## config.mk

```make
export PLATFORM = sky130hd
export DESIGN_NAME = matriz_carregador_flat
export DESIGN_NICKNAME = d
export VERILOG_FILES = /design/src/rtl/matriz_carregador_pkg.sv /design/src/rtl/matriz_carregador_if.sv /design/src/rtl/matriz_carregador_contador_rc.sv /design/src/rtl/matriz_carregador.sv /design/src/flat_wrapper.sv
export SDC_FILE = /design/constraint.sdc
export NUM_CORES = 1
export LEC_CHECK = 0
export CAP_MARGIN = 15
export CELL_PAD_IN_SITES_DETAIL_PLACEMENT = 0
export CELL_PAD_IN_SITES_GLOBAL_PLACEMENT = 2
export CORE_MARGIN = 5
export CORE_UTILIZATION = 35
export CTS_CLUSTER_DIAMETER = 50
export DETAILED_ROUTE_END_ITERATION = 16
export GPL_TIMING_DRIVEN = 1
export PLACE_DENSITY = 0.85
export SETUP_SLACK_MARGIN = 0.3
export SYNTH_ARGS = -nofsm -noshare
export SYNTH_HDL_FRONTEND = slang
export SYNTH_SLANG_ARGS = --single-unit
export TNS_END_PERCENT = 1
```

## constraint.sdc

```tcl
create_clock -name clock -period 19.1 [get_ports clock]
set_input_delay 3.82 -clock clock [delete_from_list [all_inputs] [get_ports clock]]
set_output_delay 3.82 -clock clock [all_outputs]
set_load 0.005 [all_outputs]
```

## src/rtl/matriz_carregador_pkg.sv

```systemverilog
// Shared types, widths and the packed-layout index helper for the matrix loader.
package matriz_pkg;

    localparam int unsigned DIM_MAX  = 5;
    localparam int unsigned DATA_W   = 8;
    localparam int unsigned MATRIZ_W = DIM_MAX * DIM_MAX * DATA_W;
    localparam int unsigned TAM_W    = 8;
    localparam int unsigned IDX_W    = 3;
    localparam int unsigned CNT_W    = 5;
    localparam int unsigned OFF_W    = 8;

    localparam logic [TAM_W-1:0] TAM_MIN = 8'd2;
    localparam logic [TAM_W-1:0] TAM_MAX = 8'd5;

    typedef enum logic [1:0] {
        IDLE,
        CARREGA,
        PRONTO
    } estado_t;

    // Bit offset of element (i,j); the row stride is always DIM_MAX.
    function automatic logic [OFF_W-1:0] off(input logic [IDX_W-1:0] i,
                                             input logic [IDX_W-1:0] j);
        return OFF_W'((OFF_W'(i) * OFF_W'(DIM_MAX) + OFF_W'(j)) * OFF_W'(DATA_W));
    endfunction

endpackage

```

## src/rtl/matriz_carregador_if.sv

```systemverilog
// Element stream in, packed matrix out, plus control/status of the loader.
interface matriz_carregador_if;
    import matriz_pkg::*;

    logic                start;
    logic [TAM_W-1:0]    tamanho_in;
    logic [DATA_W-1:0]   dado_in;
    logic                dado_valido;
    logic                dado_pronto;
    logic [MATRIZ_W-1:0] matriz;
    logic [TAM_W-1:0]    tamanho;
    logic                matriz_valida;
    logic                consumido;
    logic                ocupado;
    logic                erro;

    // Producer / consumer side.
    modport master (
        output start, tamanho_in, dado_in, dado_valido, consumido,
        input  dado_pronto, matriz, tamanho, matriz_valida, ocupado, erro
    );

    // Loader side.
    modport slave (
        input  start, tamanho_in, dado_in, dado_valido, consumido,
        output dado_pronto, matriz, tamanho, matriz_valida, ocupado, erro
    );

endinterface

```

## src/rtl/matriz_carregador_contador_rc.sv

```systemverilog
// Row/column position counter with wrap at N-1, selectable traversal order
// and a flag marking the last of the N*N elements.
module matriz_contador_rc
    import matriz_pkg::*;
(
    input  logic             clock,
    input  logic             reset,
    input  logic             clr,
    input  logic             avanca,
    input  logic             ordem_coluna,
    input  logic [IDX_W-1:0] n,
    output logic [IDX_W-1:0] lin,
    output logic [IDX_W-1:0] col,
    output logic             ultimo_c
);

    logic [CNT_W-1:0] cnt;
    logic [IDX_W-1:0] n_m1;

    assign n_m1     = IDX_W'(n - IDX_W'(1));
    assign ultimo_c = (cnt == CNT_W'(CNT_W'(n) * CNT_W'(n) - CNT_W'(1)));

    // Position and element count advance on each accepted beat.
    always_ff @(posedge clock or posedge reset) begin
        if (reset) begin
            lin <= '0;
            col <= '0;
            cnt <= '0;
        end else if (clr) begin
            lin <= '0;
            col <= '0;
            cnt <= '0;
        end else if (avanca) begin
            cnt <= CNT_W'(cnt + CNT_W'(1));
            if (ordem_coluna) begin
                if (lin == n_m1) begin
                    lin <= '0;
                    col <= IDX_W'(col + IDX_W'(1));
                end else begin
                    lin <= IDX_W'(lin + IDX_W'(1));
                end
            end else begin
                if (col == n_m1) begin
                    col <= '0;
                    lin <= IDX_W'(lin + IDX_W'(1));
                end else begin
                    col <= IDX_W'(col + IDX_W'(1));
                end
            end
        end
    end

endmodule

```

## src/rtl/matriz_carregador.sv

```systemverilog
// Matrix loader: assembles a stream of elements into the packed matrix bus
// and exposes tamanho only while a complete matrix is held.
// Optional build macro MATRIZ_COLUNA_EN: elements arrive column-major.
module matriz_carregador
    import matriz_pkg::*;
(
    input  logic                clock,
    input  logic                reset,
    matriz_carregador_if.slave  bus
);

    estado_t          estado;
    logic [TAM_W-1:0] n_q;
    logic [IDX_W-1:0] lin;
    logic [IDX_W-1:0] col;
    logic             ultimo_c;
    logic             legal_c;
    logic             clr_c;
    logic             aceita_c;
    logic             ordem_coluna_c;

`ifdef MATRIZ_COLUNA_EN
    assign ordem_coluna_c = 1'b1;
`else
    assign ordem_coluna_c = 1'b0;
`endif

    assign legal_c  = (bus.tamanho_in >= TAM_MIN) && (bus.tamanho_in <= TAM_MAX);
    assign clr_c    = (estado == IDLE) && bus.start && legal_c;
    assign aceita_c = (estado == CARREGA) && bus.dado_valido && bus.dado_pronto;

    matriz_contador_rc u_contador (
        .clock        (clock),
        .reset        (reset),
        .clr          (clr_c),
        .avanca       (aceita_c),
        .ordem_coluna (ordem_coluna_c),
        .n            (n_q[IDX_W-1:0]),
        .lin          (lin),
        .col          (col),
        .ultimo_c     (ultimo_c)
    );

    // Control FSM with registered outputs; matriz is only touched on a legal
    // start (clear) or an accepted beat (element write).
    always_ff @(posedge clock or posedge reset) begin
        if (reset) begin
            estado            <= IDLE;
            n_q               <= '0;
            bus.matriz        <= '0;
            bus.tamanho       <= '0;
            bus.matriz_valida <= 1'b0;
            bus.dado_pronto   <= 1'b0;
            bus.ocupado       <= 1'b0;
            bus.erro          <= 1'b0;
        end else begin
            bus.erro <= 1'b0;
            case (estado)
                IDLE: begin
                    if (bus.start) begin
                        if (legal_c) begin
                            n_q             <= bus.tamanho_in;
                            bus.matriz      <= '0;
                            bus.dado_pronto <= 1'b1;
                            bus.ocupado     <= 1'b1;
                            estado          <= CARREGA;
                        end else begin
                            bus.erro <= 1'b1;
                        end
                    end
                end
                CARREGA: begin
                    if (aceita_c) begin
                        bus.matriz[off(lin, col) +: DATA_W] <= bus.dado_in;
                        if (ultimo_c) begin
                            bus.matriz_valida <= 1'b1;
                            bus.tamanho       <= n_q;
                            bus.dado_pronto   <= 1'b0;
                            estado            <= PRONTO;
                        end
                    end
                end
                PRONTO: begin
                    if (bus.consumido) begin
                        bus.matriz_valida <= 1'b0;
                        bus.tamanho       <= '0;
                        bus.ocupado       <= 1'b0;
                        estado            <= IDLE;
                    end
                end
                default: estado <= IDLE;
            endcase
        end
    end

endmodule

```

## src/flat_wrapper.sv

```systemverilog
// flat-port wrapper written by rule: the top's interface ports become plain ports
module matriz_carregador_flat import matriz_pkg::*;
  (clock, reset, bus_start, bus_tamanho_in, bus_dado_in, bus_dado_valido, bus_consumido, bus_dado_pronto, bus_matriz, bus_tamanho, bus_matriz_valida, bus_ocupado, bus_erro);
  matriz_carregador_if bus_i ();
  input  logic clock;
  input  logic reset;
  input wire logic [$bits(bus_i.start)-1:0] bus_start;
  input wire logic [$bits(bus_i.tamanho_in)-1:0] bus_tamanho_in;
  input wire logic [$bits(bus_i.dado_in)-1:0] bus_dado_in;
  input wire logic [$bits(bus_i.dado_valido)-1:0] bus_dado_valido;
  input wire logic [$bits(bus_i.consumido)-1:0] bus_consumido;
  output wire logic [$bits(bus_i.dado_pronto)-1:0] bus_dado_pronto;
  output wire logic [$bits(bus_i.matriz)-1:0] bus_matriz;
  output wire logic [$bits(bus_i.tamanho)-1:0] bus_tamanho;
  output wire logic [$bits(bus_i.matriz_valida)-1:0] bus_matriz_valida;
  output wire logic [$bits(bus_i.ocupado)-1:0] bus_ocupado;
  output wire logic [$bits(bus_i.erro)-1:0] bus_erro;
  assign bus_i.start = bus_start;
  assign bus_i.tamanho_in = bus_tamanho_in;
  assign bus_i.dado_in = bus_dado_in;
  assign bus_i.dado_valido = bus_dado_valido;
  assign bus_i.consumido = bus_consumido;
  assign bus_dado_pronto = bus_i.dado_pronto;
  assign bus_matriz = bus_i.matriz;
  assign bus_tamanho = bus_i.tamanho;
  assign bus_matriz_valida = bus_i.matriz_valida;
  assign bus_ocupado = bus_i.ocupado;
  assign bus_erro = bus_i.erro;
  matriz_carregador u_core (.clock(clock), .reset(reset), .bus(bus_i));
endmodule
```

==> metrics.yaml, run 1 <==
placed_design:
  place_area_um2: 13100
  io_buffers: 232
  gp_congestion: 0.815
  dp_hpwl_um: 22300
layout:
  fin_area_um2: 14100
  area_growth_pct: 35.3
  final_common_cell: "dfrtp_1"
  drive_gt1_frac: 0.0765
  antenna_cells: 0
  num-nets-final: 1180
  layout_common_cells: "dfrtp_1 (233), clkdlybuf4s50_1 (232), nand2_1 (198)"
grt:
  track_usage: 0.188
  gr-usage-met2: 0.305
  grt_antenna_before_repair: 0
  grt_pass1_wl_um: 49700
  met3_usage: 0.0315
  grt_start_max_net_pins: 110
  grt.busiest_layer: "met2"
  grt-ovfl-total: 0
  grt_pass1_vias: 8248
  grtUsageMet1: 0.262
routing:
  dr_total_vias: 7984
  via_per_inst: 5.14
  route.detailed.drc: 0
  drt_first_pass_iters: 5
  wl_per_cell_um: 20.6
  routed_wl_um: 32000
  drt_iter0_markers: 607
  final_antenna_net_count: 0
floorplan:
  rows: 63
  initial_core_util: 0.353
  core_um2: 29600
  die-width_um: 183
  dieArea_um2: 33400
  die_y_um: 183
  io_pins: 233
clocking:
  clock_sinks: 233
  cts_buffers: 29
  clockRootBuffer: "clkbuf_16"
  cts_max_level: 1
  postCtsHoldBufs: 0
  cts_setup_buffers: 0
  cts_tree: "built"
  cts.repair.resized: 0
  clkLatencyLatePin_ps: 550
  cts.clk_slew.worst_paths_ps: 60
  clockBufferDepth: 3
outcome:
  status: "finished clean"
synth:
  synth_flop_cell: "dfrtp_1"
  synth_top_cell_by_area: "dfrtp_1"
  post_synth.cell_area_avg_um2: 11.3
  syn-cell-area_um2: 10400
  synthTopCellsByArea: "dfrtp_1 (56%), mux2i_1 (12%), nand2_1 (7.1%), a22o_1 (4.1%), ha_1 (2.0%)"
  ys_warn_count: 0
  synth_top_area_share: 0.559
  netlist_instances: 926
  ys_async_sr_fraction: 1.00
  synthesis.nets: 965
  synth_seq_area_share: 0.559
  synth_edf_count: 0
  ys_types: 63
  synth-seq-cells: 233
sta:
  max_freq_mhz: 161
  final.setup_skew_ps: 12.9
  slew_viol_final: 0
  rsz0062_at_grt: "no"
  fin_setup_tns_ps: 0
  post-route-period-util: 0.326
  worst_pin_slew_ps: 1020
  setup-violations-final: 0
  final_hold_viol_count: 0
  finalCriticalPeriod_ps: 6230
  slew-limit-headroom: 0.316
  whs_ps: 487
run:
  maxCapViolations: 0
setup_path:
  cp.arrival_ps: 6710
  critPathLaunchType: "input port"
  required_ps: 19580
  crit_type: "input port to register"
  crit_fanout: 92
  cp-end-kind: "register"
power_and_ir_drop:
  p_per_area_nw_per_um2: 152
  peakVddDrop_uv: 80.7
  p_leak_nw: 6.56
hold_path:
  hold_path.class: "register to register"
[state kept, by name, indices dropped and copies added (netlist names)]
name / cells
u_core.n_q: 8
u_core.u_contador.col: 3
u_core.bus.tamanho: 8
u_core.estado: 2
u_core.bus.matriz_valida: 1
u_core.bus.dado_pronto: 1
u_core.u_contador.cnt: 5
u_core.bus.ocupado: 1
u_core.u_contador.lin: 3
u_core.bus.erro: 1
u_core.bus.matriz: 200
[routing by layer]
layer	wire, µm	vias up	part of all wire
li1	-	3689	-
met1	14300	3986	0.45
met2	15000	254	0.47
met3	1810	55	0.056
met4	871	0	0.027
met5	0	-	0
[synth_stat cells, types with 12 or more instances]
cell        n
o32ai_1    16
o21ai_0    25
nor2_1     37
ha_1       17
buf_2      19
and3_1     12
nand2_1   198
mux2i_1   120
nand4_1    16
inv_1      24
a21oi_1    14
dfrtp_1   233
a22o_1     49
clkbuf_1   27
[worst max-delay path: stages]
cell and delay, ps:
clkdlybuf4s50_1 430, xor2_1 190, nand4_1 100, buf_4 560, buf_4 830, a22o_1 430
a22o_1 190
[cells by family (layout without fill, tap and decap cells)]
| family | after synthesis | count (layout) | share of synthesized area |
|---|---|---|---|
| flops | 233 | 233 | 0.559 |
| xor+xnor | 20 | 20 | 0.0236 |
| buf+inv | 82 | 319 | 0.0335 |
| mux | 120 | 120 | 0.115 |
| compound gates | 143 | 143 | 0.107 |
| simple gates | 310 | 310 | 0.140 |
| fa+ha+maj | 18 | 18 | 0.0223 |
[metrics by stage]
| step | utilization | setup slack (ps) | total power, mW | instances |
|---|---|---|---|---|
| after floorplan | - | 8890 | 1.18 | 926 |
| after detailed placement | 0.442 | 12360 | 1.58 | 1500 |
| after global placement | 0.442 | 12400 | 1.56 | 1499 |
| after CTS | 0.477 | 12930 | 2.17 | 1553 |
| after global routing | 0.477 | 12670 | 2.27 | 1553 |
| final | 0.477 | 12870 | 2.15 | 1553 |
[report_power, final]
part           total, mW  leakage (nW)  switching [mW]  internal [mW]
Combinational      0.839          2.94           0.466          0.374
Sequential         0.722          3.11          0.0970          0.625
Clock              0.584         0.507           0.220          0.364
[final cells by class]
class                   count  area, µm²
clock buffers              36        792
clock inverters            17        244
fillers                  2793      15400
inverters                  25        101
multi-input cells         611       4270
flip-flops and latches    233       5830
well taps                 390        488
repair buffers            241       2390
[final timing paths]
check,startpoint,to,slack [ps],cells after the start
min reg2reg,u_core.bus.matriz_valida,u_core.bus.matriz_valida,490,1
min in group asynchronous,reset,u_core.bus.tamanho[6],3830,2
max reg2reg,u_core.u_contador.lin[2],u_core.bus.matriz[33],14860,8
max,bus_tamanho_in[1],u_core.bus.matriz[162],12870,7
min,u_core.bus.matriz_valida,u_core.bus.matriz_valida,490,1
max in group asynchronous,reset,u_core.bus.matriz[74],13920,3
No activity file was read; power rests on OpenSTA's default activity.
==> run 2, diff against run 1 <==
--- a/config.mk
+++ b/config.mk
@@ -9,11 +9,11 @@
 export CELL_PAD_IN_SITES_DETAIL_PLACEMENT = 0
 export CELL_PAD_IN_SITES_GLOBAL_PLACEMENT = 2
 export CORE_MARGIN = 5
-export CORE_UTILIZATION = 35
+export CORE_UTILIZATION = 29
 export CTS_CLUSTER_DIAMETER = 50
 export DETAILED_ROUTE_END_ITERATION = 16
 export GPL_TIMING_DRIVEN = 1
-export PLACE_DENSITY = 0.85
+export PLACE_DENSITY = 0.76
 export SETUP_SLACK_MARGIN = 0.3
 export SYNTH_ARGS = -nofsm -noshare
 export SYNTH_HDL_FRONTEND = slang
==> constraint.sdc (replaced) <==
create_clock -name clock -period 5.3 [get_ports clock]
set_input_delay 1.06 -clock clock [delete_from_list [all_inputs] [get_ports clock]]
set_output_delay 1.06 -clock clock [all_outputs]
set_load 0.005 [all_outputs]
==> metrics.yaml, run 2 (synthesized netlist as in run 1, its figures left out) <==
outcome:
  status: "finished clean"
layout:
  num-nets-final: 1182  # +0.17%
  top_regs: "u_core.bus.matriz x200, u_core.bus.tamanho x8, u_core.n_q x8"
  layout_common_cells: "dfrtp_1 (233), clkdlybuf4s50_1 (232), nand2_1 (198)"
  drive_gt1_frac: 0.0798  # +0.00330
  utilization: 0.401  # -0.0763
  nFillCells: 3484  # +25%
  fin_area_um2: 14300  # +1.1%
  final_common_cell: "dfrtp_1"
  register_area_um2: 5830  # unchanged
  largest-register: "u_core.bus.matriz"
  area_growth_pct: 36.8
  antenna_cells: 0  # unchanged
  multi_input_area_um2: 4260  # -0.15%
  largest_register_ffs: 200  # unchanged
  layoutNonFillerInstCount: 1626  # +4.7%
grt:
  grt_antenna_before_repair: 1  # +1
  grt_start_max_net_pins: 157  # +43%
  grt-ovfl-total: 0  # unchanged
  grt_pass1_wl_um: 52400  # +5.4%
  track_usage: 0.168  # -0.0194
  grt_pass1_vias: 8246  # -0.024%
hold_path:
  hold_path.class: "register to register"
  worstHoldEndpoint: "u_core.bus.matriz_valida"
  hold_path_startpoint: "u_core.bus.matriz_valida"
  min_path_cells: 1  # unchanged
clocking:
  cts.repair.resized: 0  # unchanged
  clockBufferDepth: 3  # unchanged
  clockRootBuffer: "clkbuf_16"
  cts_max_level: 1  # unchanged
  cts_tree: "built"
  postCtsHoldBufs: 0  # unchanged
  cts.clk_slew.worst_paths_ps: 60  # about the same
  cts_setup_buffers: 0  # unchanged
  cts_buffers: 31  # +6.9%
  clock_sinks: 233  # unchanged
  clkLatencyLatePin_ps: 560  # about the same
setup_path:
  cp-end-kind: "register"
  reg2reg_slack_ps: 1190  # -13670 ps
  rr_startpoint: "u_core.u_contador.lin[2]"
  critPathLaunchType: "register"
  reg2reg_to: "u_core.bus.matriz[34]"
  crit_fanout: 12  # -87%
  crit_type: "register to register"
  cp.arrival_ps: 4570  # -2140 ps
  required_ps: 5770  # -13810 ps
  r2r_cells: 8  # unchanged
sta:
  worst_pin_slew_ps: 1060  # +42.2 ps
  setup-violations-final: 0  # unchanged
  rsz0062_at_grt: "no"
  slew-limit-headroom: 0.289  # -0.0271
  whs_ps: 482  # -5.07 ps
  fin_setup_tns_ps: 0  # unchanged
  final.setup_skew_ps: 16.8  # +3.91 ps
  final_hold_viol_count: 0  # unchanged
  post-route-period-util: 0.775
  timing.final.ws_setup_ps: 1190  # -11680 ps
  max_freq_mhz: 243
  slew_viol_final: 0  # unchanged
  finalCriticalPeriod_ps: 4110
power_and_ir_drop:
  p_per_area_nw_per_um2: 549  # +260%
  peakVddDrop_uv: 320  # +300%
  p_leak_nw: 6.59  # +0.40%
  total_power_mw: 7.83  # +270%
placed_design:
  preCtsSetupSlack_ps: 1210  # -11140 ps
  place_area_um2: 13200  # +0.89%
  gp_congestion: 0.793  # -2.7%
  dp_hpwl_um: 23700  # +6.6%
  dp.cells: 1571  # +4.7%
  io_buffers: 232  # unchanged
floorplan:
  io_pins: 233  # unchanged
  initial_core_util: 0.293  # -0.0596
  core_um2: 35600  # +20%
  rows: 69  # +9.5%
  die_y_um: 200  # +9.3%
  dieArea_um2: 39900  # +20%
  die-width_um: 200  # +9.3%
routing:
  via_per_inst: 4.89  # -4.9%
  dr_total_vias: 7948  # -0.45%
  route.detailed.drc: 0  # unchanged
  final_antenna_net_count: 0  # unchanged
  drt_iter0_markers: 367  # -40%
  drt_first_pass_iters: 5  # unchanged
  wl_per_cell_um: 21.2  # +2.6%
  routed_wl_um: 34400  # +7.4%
run:
  maxCapViolations: 0  # unchanged
-- run 2: routing by layer --
layer	GRT usage	wire, µm	vias to the layer above
li1	-	-	3686
met1	0.239	15800	3996
met2	0.272	16200	213
met3	0.0309	1800	51
met4	0.0322	619	2
met5	0	13	-
-- run 2: critical path, cell delays in order, from the launching register on --
cell and delay, ps:
dfrtp_1 450, ha_1 310, ha_1 320, fa_1 400, xnor2_1 720, and3b_1 460
xnor3_1 530, and3_1 590, mux2i_1 250
-- run 2: report_power, final --
| group | switching [mW] | total (mW) | internal, mW | leakage, nW |
|---|---|---|---|---|
| logic | 1.71 | 3.06 | 1.35 | 2.95 |
| registers | 0.353 | 2.60 | 2.25 | 3.11 |
| clock network | 0.845 | 2.17 | 1.32 | 0.522 |
| total | 2.91 | 7.83 | 4.93 | 6.59 |
-- run 2: layout make-up --
class | count | share of cell area
timing repair buffer | 241 | 0.170
multi-input combinational | 611 | 0.299
sequential | 233 | 0.409
clock inverter | 21 | 0.0180
inverter | 25 | 0.00684
tap | 461 | 0.0404
clock buffer | 34 | 0.0573
-- run 2: how the worst max path moves through the flow --
stage	slack [ps]	end	startpoint	cells after the start
after floorplan	1190	u_core.bus.dado_pronto	reset	1
after global placement	1360	u_core.bus.matriz[34]	u_core.u_contador.lin[2]	8
after detailed placement	1210	u_core.bus.matriz[34]	u_core.u_contador.lin[2]	8
after CTS	1190	u_core.bus.matriz[34]	u_core.u_contador.lin[2]	8
after global routing	930	u_core.bus.matriz[34]	u_core.u_contador.lin[2]	8
final	1190	u_core.bus.matriz[34]	u_core.u_contador.lin[2]	8
==> run 3, diff against run 2 <==
==> constraint.sdc (replaced) <==
create_clock -name clock -period 3.7 [get_ports clock]
set_input_delay 0.74 -clock clock [delete_from_list [all_inputs] [get_ports clock]]
set_output_delay 0.74 -clock clock [all_outputs]
set_load 0.005 [all_outputs]
==> metrics.yaml, run 3 (synthesized netlist as in run 1, its figures left out) <==
sta:
  slew-limit-headroom: 0.482  # +0.193
  finalCriticalPeriod_ps: 3250  # -858 ps
  setup-violations-final: 0  # unchanged
  final_hold_viol_count: 0  # unchanged
  post-route-period-util: 0.878  # +0.103
  worst_pin_slew_ps: 774  # -286 ps
  max_freq_mhz: 308  # +26%
  final.setup_skew_ps: 9.67  # -7.14 ps
  rsz0062_at_grt: "yes"
  slew_viol_final: 0  # unchanged
setup_path:
  rr_startpoint: "u_core.u_contador.lin[2]"
  crit_fanout: 8  # -4
  crit_start: "u_core.u_contador.lin[2]"
  required_ps: 4130  # -1640 ps
  critPathLaunchType: "register"
  cp.arrival_ps: 3680  # -890 ps
  crit_type: "register to register"
  cp-end-kind: "register"
layout:
  nFillCells: 3495  # +0.32%
  num-nets-final: 1217  # +3.0%
  largest_register_ffs: 200  # unchanged
  utilization: 0.411  # +0.0100
  area_growth_pct: 40.2
  layout_common_cells: "dfrtp_1 (233), clkdlybuf4s50_1 (232), nand2_1 (198)"
  largest-register: "u_core.bus.matriz"
  top_regs: "u_core.bus.matriz x200, u_core.bus.tamanho x8, u_core.n_q x8"
  drive_gt1_frac: 0.111  # +0.0316
  layoutNonFillerInstCount: 1665  # +2.4%
  final_common_cell: "dfrtp_1"
placed_design:
  dp.cells: 1606  # +2.2%
  io_buffers: 232  # unchanged
  gp_congestion: 0.787  # -0.72%
  dp_hpwl_um: 24300  # +2.3%
power_and_ir_drop:
  p_per_area_nw_per_um2: 798  # +45%
  peakVddDrop_uv: 436  # +36%
  p_leak_nw: 6.78  # +2.8%
grt:
  grt.busiest_layer: "met2"
  grt_antenna_before_repair: 0  # -1
  grt_pass1_wl_um: 52700  # +0.51%
  met3_usage: 0.0302  # -0.000674
  gr-usage-met2: 0.284  # +0.0114
  track_usage: 0.169  # +0.000618
  grt-ovfl-total: 0  # unchanged
  grt_start_max_net_pins: 114  # -27%
  grtUsageMet1: 0.233  # -0.00594
  grt_pass1_vias: 8366  # +1.5%
floorplan:
  rows: 69  # unchanged
  initial_core_util: 0.293  # unchanged
  core_um2: 35600  # unchanged
  die-width_um: 200  # unchanged
  die_y_um: 200  # unchanged
  dieArea_um2: 39900  # unchanged
  io_pins: 233  # unchanged
clocking:
  cts_tree: "built"
  postCtsHoldBufs: 0  # unchanged
  clockBufferDepth: 3  # unchanged
  clkLatencyLatePin_ps: 550  # about the same
  cts_max_level: 1  # unchanged
  cts_buffers: 31  # unchanged
  cts.clk_slew.worst_paths_ps: 60  # about the same
  clock_sinks: 233  # unchanged
  clockRootBuffer: "clkbuf_16"
hold_path:
  hold_path_startpoint: "u_core.bus.matriz_valida"
  hold_path.class: "register to register"
routing:
  final_antenna_net_count: 0  # unchanged
  wl_per_cell_um: 20.7  # -2.4%
  drt_first_pass_iters: 4  # -1
  via_per_inst: 4.85  # -0.88%
  drt_iter0_markers: 481  # +31%
  routed_wl_um: 34400  # about the same
  dr_total_vias: 8067  # +1.5%
  route.detailed.drc: 0  # unchanged
run:
  maxCapViolations: 0  # unchanged
outcome:
  status: "finished clean"
[run 3: layer usage]
layer,vias to the layer above,part of all wire
met5,-,0
met4,0,0.012
met3,27,0.061
met2,230,0.49
met1,4043,0.44
li1,3767,-
[run 3: area by class of cell]
cell class              count  area [µm²]  share of cell area
clock buffers              41         873              0.0597
flip-flops and latches    233        5830               0.399
multi-input cells         611        4310               0.295
clock inverters            17         225              0.0154
diodes                      1        2.50            0.000171
repair buffers            276        2700               0.185
inverters                  25        97.6             0.00667
well taps                 461         577              0.0394
[run 3: critical path: stages, from the launching register on]
cell	delay, ps
dfrtp_1	450
ha_1	310
ha_1	320
fa_2	700
xor2_4	310
and3_1	410
o31ai_1	160
a21oi_1	170
buf_4	180
o21ai_0	100
[run 3: final timing paths]
path / to / slack, ps / depth (start not counted)
max in group asynchronous: u_core.bus.matriz[11] / 2350 / 3
min reg2reg: u_core.bus.matriz_valida / 480 / 1
min in group asynchronous: u_core.bus.matriz[131] / 560 / 2
min: u_core.bus.matriz_valida / 480 / 1
max: u_core.bus.matriz[129] / 450 / 9
max reg2reg: u_core.bus.matriz[129] / 450 / 9
[run 3: repair_timing]
item	in CTS	in global routing
setup endpoints to repair	80	175
gates resized for setup	3	9
hold endpoints to repair	0	0
setup buffers	0	0
[run 3: per-stage QoR]
| stage | hold WS (ps) | setup TNS [ps] | cell area (µm²) | power (mW) | worst slack [ps] |
|---|---|---|---|---|---|
| floorplan | 460 | -20950 | 10400 | 6.09 | -89.9 |
| global placement | 465 | 0 | 13500 | 8.41 | 240 |
| detailed placement | 472 | 0 | 13500 | 8.46 | 128 |
| CTS | 485 | 0 | 14600 | 11.7 | 252 |
| global route | 506 | 0 | 14600 | 12.4 | 231 |
| finish | 481 | 0 | 14600 | 11.7 | 452 |
[run 3: report_power, final]
part           internal [mW]  switching [mW]  leakage [nW]
sequential              3.22           0.518          3.11
combinational           2.21            2.57          3.13
clock                   1.95            1.19         0.531
total                   7.39            4.28          6.78
